File: src/rtl/aes_inv_key_sched_if.sv
// Handshake bundle between the AES inverse key scheduler and its consumer.
//
// Valid/ready contract:
//   rk_valid rises once round key 10 is available. rk and rk_idx are
//   guaranteed stable while rk_valid && !rk_ready. A key transfers on
//   every rising clock edge where rk_valid && rk_ready are both high.
//   rk_valid never depends combinationally on rk_ready.
//   start is a one-cycle request; key_in is sampled on that same edge.
//   done pulses for one cycle after round key 0 has transferred.
interface aes_inv_key_sched_if;
  logic         start;
  logic [0:127] key_in;
  logic         busy;
  logic         rk_valid;
  logic         rk_ready;
  logic [0:127] rk;
  logic [3:0]   rk_idx;
  logic         done;

  // Consumer / controller side
  modport master (
    output start, key_in, rk_ready,
    input  busy, rk_valid, rk, rk_idx, done
  );

  // Key scheduler side
  modport slave (
    input  start, key_in, rk_ready,
    output busy, rk_valid, rk, rk_idx, done
  );
endinterface

File: src/rtl/aes_inv_key_sched.sv
// Sequential AES-128 round-key generator for decryption.
// Runs the forward schedule to round key 10 (one round per clock), then
// walks it backward one round per handshake, so keys come out 10,9,...,0.
// Only the current 128-bit round key is ever stored.
// Bit order: [0:127], word0 = bits [0:31], big-endian bytes.
module aes_inv_key_sched #(
  // 0: key_in is the cipher key; 1: key_in is already round key 10
  parameter bit SKIP_FWD = 1'b0
) (
  input  logic                clk,
  input  logic                rst,
  aes_inv_key_sched_if.slave  bus,
  output logic [1:0]          dbg_state
);

  typedef enum logic [1:0] {
    S_IDLE = 2'd0,
    S_FWD  = 2'd1,
    S_EMIT = 2'd2
  } state_t;

  state_t       state;
  logic [3:0]   r;
  logic [0:127] rk_q;
  logic         busy_q;
  logic         valid_q;
  logic         done_q;

  // ---------------------------------------------------------------------
  // GF(2^8) helpers; the S-box is computed as the field inverse followed
  // by the AES affine transform rather than stored as a table.
  // ---------------------------------------------------------------------
  function automatic logic [7:0] xtime(input logic [7:0] a);
    return {a[6:0], 1'b0} ^ (a[7] ? 8'h1b : 8'h00);
  endfunction

  function automatic logic [7:0] gf_mul(input logic [7:0] a, input logic [7:0] b);
    logic [7:0] p;
    logic [7:0] aa;
    p  = 8'h00;
    aa = a;
    for (int i = 0; i < 8; i++) begin
      if (b[i]) p = p ^ aa;
      aa = xtime(aa);
    end
    return p;
  endfunction

  // a^254 = a^(2+4+...+128); maps 0 to 0 as the S-box requires
  function automatic logic [7:0] gf_inv(input logic [7:0] a);
    logic [7:0] sq;
    logic [7:0] res;
    sq  = a;
    res = 8'h01;
    for (int k = 1; k < 8; k++) begin
      sq  = gf_mul(sq, sq);
      res = gf_mul(res, sq);
    end
    return res;
  endfunction

  function automatic logic [7:0] sbox(input logic [7:0] a);
    logic [7:0] b;
    b = gf_inv(a);
    return b
         ^ {b[6:0], b[7]}
         ^ {b[5:0], b[7:6]}
         ^ {b[4:0], b[7:5]}
         ^ {b[3:0], b[7:4]}
         ^ 8'h63;
  endfunction

  function automatic logic [31:0] rot_word(input logic [31:0] w);
    return {w[23:0], w[31:24]};
  endfunction

  // Round constant for rounds 1..10; other indices never reach the datapath
  function automatic logic [7:0] rcon(input logic [3:0] idx);
    logic [7:0] rc;
    case (idx)
      4'd1:    rc = 8'h01;
      4'd2:    rc = 8'h02;
      4'd3:    rc = 8'h04;
      4'd4:    rc = 8'h08;
      4'd5:    rc = 8'h10;
      4'd6:    rc = 8'h20;
      4'd7:    rc = 8'h40;
      4'd8:    rc = 8'h80;
      4'd9:    rc = 8'h1b;
      4'd10:   rc = 8'h36;
      default: rc = 8'h00;
    endcase
    return rc;
  endfunction

  // ---------------------------------------------------------------------
  // Shared round datapath
  // ---------------------------------------------------------------------
  logic [31:0]  w0, w1, w2, w3;
  logic [31:0]  p1, p2, p3;
  logic [31:0]  sub_in, sub_out;
  logic [3:0]   rcon_idx;
  logic [31:0]  rcon_word;
  logic [31:0]  f0, f1, f2, f3;
  logic [31:0]  b0;
  logic [0:127] fwd_key;
  logic [0:127] bwd_key;

  // Forward and backward round keys from the stored key; one S-box bank
  // serves both since only one direction is active in any state.
  always_comb begin
    w0 = rk_q[0:31];
    w1 = rk_q[32:63];
    w2 = rk_q[64:95];
    w3 = rk_q[96:127];

    // Undo the XOR chain to recover words 1..3 of the previous round
    p3 = w3 ^ w2;
    p2 = w2 ^ w1;
    p1 = w1 ^ w0;

    // Forward uses Rcon[r+1] on RotWord(w3); backward uses Rcon[r] on RotWord(p3)
    sub_in   = (state == S_EMIT) ? rot_word(p3) : rot_word(w3);
    rcon_idx = (state == S_EMIT) ? r : r + 4'd1;

    sub_out   = {sbox(sub_in[31:24]), sbox(sub_in[23:16]),
                 sbox(sub_in[15:8]),  sbox(sub_in[7:0])};
    rcon_word = {rcon(rcon_idx), 24'h000000};

    f0 = w0 ^ sub_out ^ rcon_word;
    f1 = w1 ^ f0;
    f2 = w2 ^ f1;
    f3 = w3 ^ f2;

    b0 = w0 ^ sub_out ^ rcon_word;

    fwd_key = {f0, f1, f2, f3};
    bwd_key = {b0, p1, p2, p3};
  end

  // ---------------------------------------------------------------------
  // Control FSM with registered outputs
  // ---------------------------------------------------------------------
  // Sequences IDLE -> FWD -> EMIT -> IDLE and owns the key register.
  always_ff @(posedge clk) begin
    if (rst) begin
      state   <= S_IDLE;
      r       <= 4'd0;
      rk_q    <= '0;
      busy_q  <= 1'b0;
      valid_q <= 1'b0;
      done_q  <= 1'b0;
    end else begin
      done_q <= 1'b0;
      case (state)
        S_IDLE: begin
          // The done-pulse cycle is still the tail of the previous run,
          // so a start landing on it is dropped.
          if (bus.start && !done_q) begin
            rk_q   <= bus.key_in;
            busy_q <= 1'b1;
            if (SKIP_FWD) begin
              r       <= 4'd10;
              valid_q <= 1'b1;
              state   <= S_EMIT;
            end else begin
              r     <= 4'd0;
              state <= S_FWD;
            end
          end
        end

        S_FWD: begin
          rk_q <= fwd_key;
          r    <= r + 4'd1;
          if (r == 4'd9) begin
            valid_q <= 1'b1;
            state   <= S_EMIT;
          end
        end

        S_EMIT: begin
          if (bus.rk_ready) begin
            if (r != 4'd0) begin
              rk_q <= bwd_key;
              r    <= r - 4'd1;
            end else begin
              valid_q <= 1'b0;
              busy_q  <= 1'b0;
              done_q  <= 1'b1;
              state   <= S_IDLE;
            end
          end
        end

        default: begin
          state   <= S_IDLE;
          busy_q  <= 1'b0;
          valid_q <= 1'b0;
        end
      endcase
    end
  end

  assign bus.rk       = rk_q;
  assign bus.rk_idx   = r;
  assign bus.rk_valid = valid_q;
  assign bus.busy     = busy_q;
  assign bus.done     = done_q;
  assign dbg_state    = state;

endmodule

File: src/flat_wrapper.sv
// flat-port wrapper written by rule: the top's interface ports become plain ports
module aes_inv_key_sched_flat 
#(
                                                                   
  parameter bit SKIP_FWD = 1'b0
)
  (clk, rst, dbg_state, bus_start, bus_key_in, bus_rk_ready, bus_busy, bus_rk_valid, bus_rk, bus_rk_idx, bus_done);
  aes_inv_key_sched_if bus_i ();
  input  logic clk;
  input  logic rst;
  output logic [1:0] dbg_state;
  input wire logic [$bits(bus_i.start)-1:0] bus_start;
  input wire logic [$bits(bus_i.key_in)-1:0] bus_key_in;
  input wire logic [$bits(bus_i.rk_ready)-1:0] bus_rk_ready;
  output wire logic [$bits(bus_i.busy)-1:0] bus_busy;
  output wire logic [$bits(bus_i.rk_valid)-1:0] bus_rk_valid;
  output wire logic [$bits(bus_i.rk)-1:0] bus_rk;
  output wire logic [$bits(bus_i.rk_idx)-1:0] bus_rk_idx;
  output wire logic [$bits(bus_i.done)-1:0] bus_done;
  assign bus_i.start = bus_start;
  assign bus_i.key_in = bus_key_in;
  assign bus_i.rk_ready = bus_rk_ready;
  assign bus_busy = bus_i.busy;
  assign bus_rk_valid = bus_i.rk_valid;
  assign bus_rk = bus_i.rk;
  assign bus_rk_idx = bus_i.rk_idx;
  assign bus_done = bus_i.done;
  aes_inv_key_sched #(.SKIP_FWD(SKIP_FWD)) u_core (.clk(clk), .rst(rst), .bus(bus_i), .dbg_state(dbg_state));
endmodule
File: config.mk
export PLATFORM = sky130hd
export DESIGN_NAME = aes_inv_key_sched_flat
export DESIGN_NICKNAME = d
export VERILOG_FILES = /design/src/rtl/aes_inv_key_sched_if.sv /design/src/rtl/aes_inv_key_sched.sv /design/src/flat_wrapper.sv
export SDC_FILE = /design/constraint.sdc
export NUM_CORES = 2
export LEC_CHECK = 0
export CELL_PAD_IN_SITES_DETAIL_PLACEMENT = 2
export CELL_PAD_IN_SITES_GLOBAL_PLACEMENT = 2
export CORE_UTILIZATION = 41
export CTS_BUF_LIST = sky130_fd_sc_hd__clkbuf_16
export CTS_CLUSTER_DIAMETER = 80
export DETAILED_ROUTE_END_ITERATION = 8
export PLACE_DENSITY_LB_ADDON = 0.05
export SLEW_MARGIN = 0
export SYNTH_ARGS = -nofsm -noshare
export SYNTH_HDL_FRONTEND = slang
export SYNTH_SLANG_ARGS = --single-unit
File: constraint.sdc
create_clock -name clk -period 41.9 [get_ports clk]
set_input_delay 10.475 -clock clk [delete_from_list [all_inputs] [get_ports clk]]
set_output_delay 10.475 -clock clk [all_outputs]
set_load 0.01 [all_outputs]
==> flow_summary.ini <==
[outcome]
outcome = completed

[cts]
cts_setup_buffers = 0
cts_resized = 0
clock-sinks = 137
hold_buffers = 0
worstSkewPairLatency_ps = 550
clock-root-buffer = clkbuf_16
clk_pin_slew_ps = 70
cts_tree = yes
cts_inserted_buffers = 17
clockBufferDepth = 2
htree_num_levels = 4

[synthesis]
ys_types = 132
synth_seq_area_share_pct = 4.01
syn_area_mm2 = 0.0685
avgSynthCellArea_um2 = 7.26
synth_common_cells = 1813 x xnor2_1, 1350 x nor2_1, 821 x nand2_1, 559 x xor2_1, 550 x a21oi_1
yosysMostFrequentCell = xnor2_1
yosysWarnings = 0
ys_seq_elements = 137
syn-num-nets = 9596
ys.flop_type = dfxtp_1
syn_inst = 9434
synthTopCellsByArea = xnor2_1 23%, nor2_1 7.4%, xnor3_1 7.2%
synth.top_cell.area_share_pct = 23.2
yosys.area.top_type = xnor2_1
synth_enable_flop_cells = 0
ys_async_sr_fraction_pct = 0

[sta]
drv_slew = 0
fmax_ghz = 0.0407
fin_crit_ps = 24550
worst_pin_slew_ps = 1310
tns_ps = 0
relSlewSlack_pct = 12.0
rsz0062_at_grt = no
period_share_pct = 58.6
final-hold-violation-count = 0
fin_skew_ps = 47.0
finalSetupViolCount = 0

[routing]
via_per_inst = 6.13
route.detailed.drc = 0
dr.pass1.iters = 5
wl_per_cell_um = 25.4
drt_iter0_drc = 4527
dr_total_vias = 70700
drtAntennaViolNets = 0
wl_um = 294000

[hold_path]
hp-class = flip-flop to flip-flop

[place]
finalWeightedCongestion = 0.906
hpwl_um = 222000
port_buffers = 268

[floorplan]
start_util_pct = 41.4
rows = 149
dieArea_mm2 = 0.169
fp.dieH_um = 411
die_x_um = 411
ioPinCount = 269
coreArea_mm2 = 0.165

[grt]
use_met2_pct = 56.8
antenna_found_initial = 12
grt_max_degree = 137
grt_pass1_wl_um = 454000
grtUsageTotal_pct = 33.6
met1_usage_pct = 45.9
grt_util_met3_pct = 2.50
grt_pass1_vias = 74700
top_usage_layer = met2
grt-ovfl-total = 0

[critical_path]
critPathSlowestCell = xnor2_1
crit_path_end_kind = flip-flop
cp_slowest_stage_delay_ps = 1050
cp_common_cell = xnor2_1
arrival_ps = 24910
start_kind = flip-flop
cp.required_ps = 42260
critPathMaxFanout = 136
crit_type = flip-flop to flip-flop

[cells_and_area]
area_growth_pct = 8.33
fin_nets = 9492
layout-drive-gt1-share_pct = 8.84

[flow_run]
max_cap_violations = 0
layout make-up:
class / instances / area, um^2
inverter: 133 / 499
sequential: 137 / 2740
timing repair buffer: 562 / 4900
fill: 19600 / 91200
tap: 2189 / 2740
clock buffer: 17 / 425
antenna: 2 / 5.00
multi-input combinational: 8479 / 62700
clock inverter: 15 / 164
state kept, by name (all words and copies together), names as in the netlist:
signal and count:
u_core.dbg_state 2, u_core.bus.rk 128, u_core.bus.rk_valid 1, u_core.bus.rk_idx 4
u_core.bus.busy 1, u_core.bus.done 1
cell families (layout without fill, tap and decap cells):
group / count (synthesis) / after routing / share of synthesized area, %
AOI/OAI and AO/OA: 2069 / 2069 / 19.7
xor gates and xnor gates: 2868 / 2868 / 45.5
adders and majority gates: 37 / 37 / 0.650
buffers and inverters: 818 / 727 / 5.12
DFF: 137 / 137 / 4.01
muxes: 236 / 236 / 3.68
other: 0 / 2 / 0
and+or+nand+nor: 3269 / 3269 / 21.4
layout by cell type, fill, tap and decap left out, types with 40 or more instances in the layout:
cell	n
a32oi_1	54
xnor2_2	178
a211oi_1	78
o21ai_1	69
xnor2_1	1774
inv_1	105
mux2_2	56
buf_4	293
xor2_2	49
nor3_1	321
a22oi_1	80
dfxtp_1	137
nor4_1	74
or3_1	40
a31oi_1	76
mux2i_1	167
nor2_1	1350
o211ai_1	75
xor2_1	548
clkdlybuf4s50_1	267
a21oi_1	549
nand2b_1	92
a221oi_1	97
o21ai_0	403
nor2b_1	59
and3_1	59
nand3_1	205
xnor3_1	217
and2_1	66
o22ai_1	147
nand2_1	820
critical path, delay by kind of cell (launching register included):
family                     cells  cell delay, ps
AOI/OAI and AO/OA             22            5690
xor gates and xnor gates      20            8960
adders and majority gates      5            2820
buffers and inverters          7            2080
DFF                            1             370
muxes                          4            1430
and+or+nand+nor               10            2860
final timing paths:
check,startpoint,endpoint,slack [ps],cells after the start
worst max-delay path,u_core.dbg_state[0],u_core.bus.rk[96],17350,68
worst min register to register,u_core.bus.rk_valid,u_core.bus.rk_valid,480,1
worst max register to register,u_core.dbg_state[0],u_core.bus.rk[96],17350,68
worst min-delay path,u_core.bus.rk_valid,u_core.bus.rk_valid,480,1
routing by layer:
layer,vias up,part of all wire [%]
met5,-,0.0095
met4,6,2.3
met3,324,3.8
met2,1515,48
met1,36500,46
li1,32300,-
through the flow:
stage / instances / utilization [%] / cell area [um^2] / hold WS, ps / setup WS, ps
2_1_floorplan: 9434 / - / 68500 / 509 / 23640
3_3_place_gp: 11500 / 44.5 / 73600 / 463 / 18450
3_5_place_dp: 11500 / 44.5 / 73600 / 464 / 17760
4_1_cts: 11500 / 44.9 / 74200 / 481 / 17600
5_1_grt: 11500 / 44.9 / 74200 / 499 / 15920
6_report: 11500 / 44.9 / 74200 / 483 / 17350
Power is left out: the tool's default activity adds up to more than one toggle a clock period on the data nets, which glitch-free logic cannot reach.
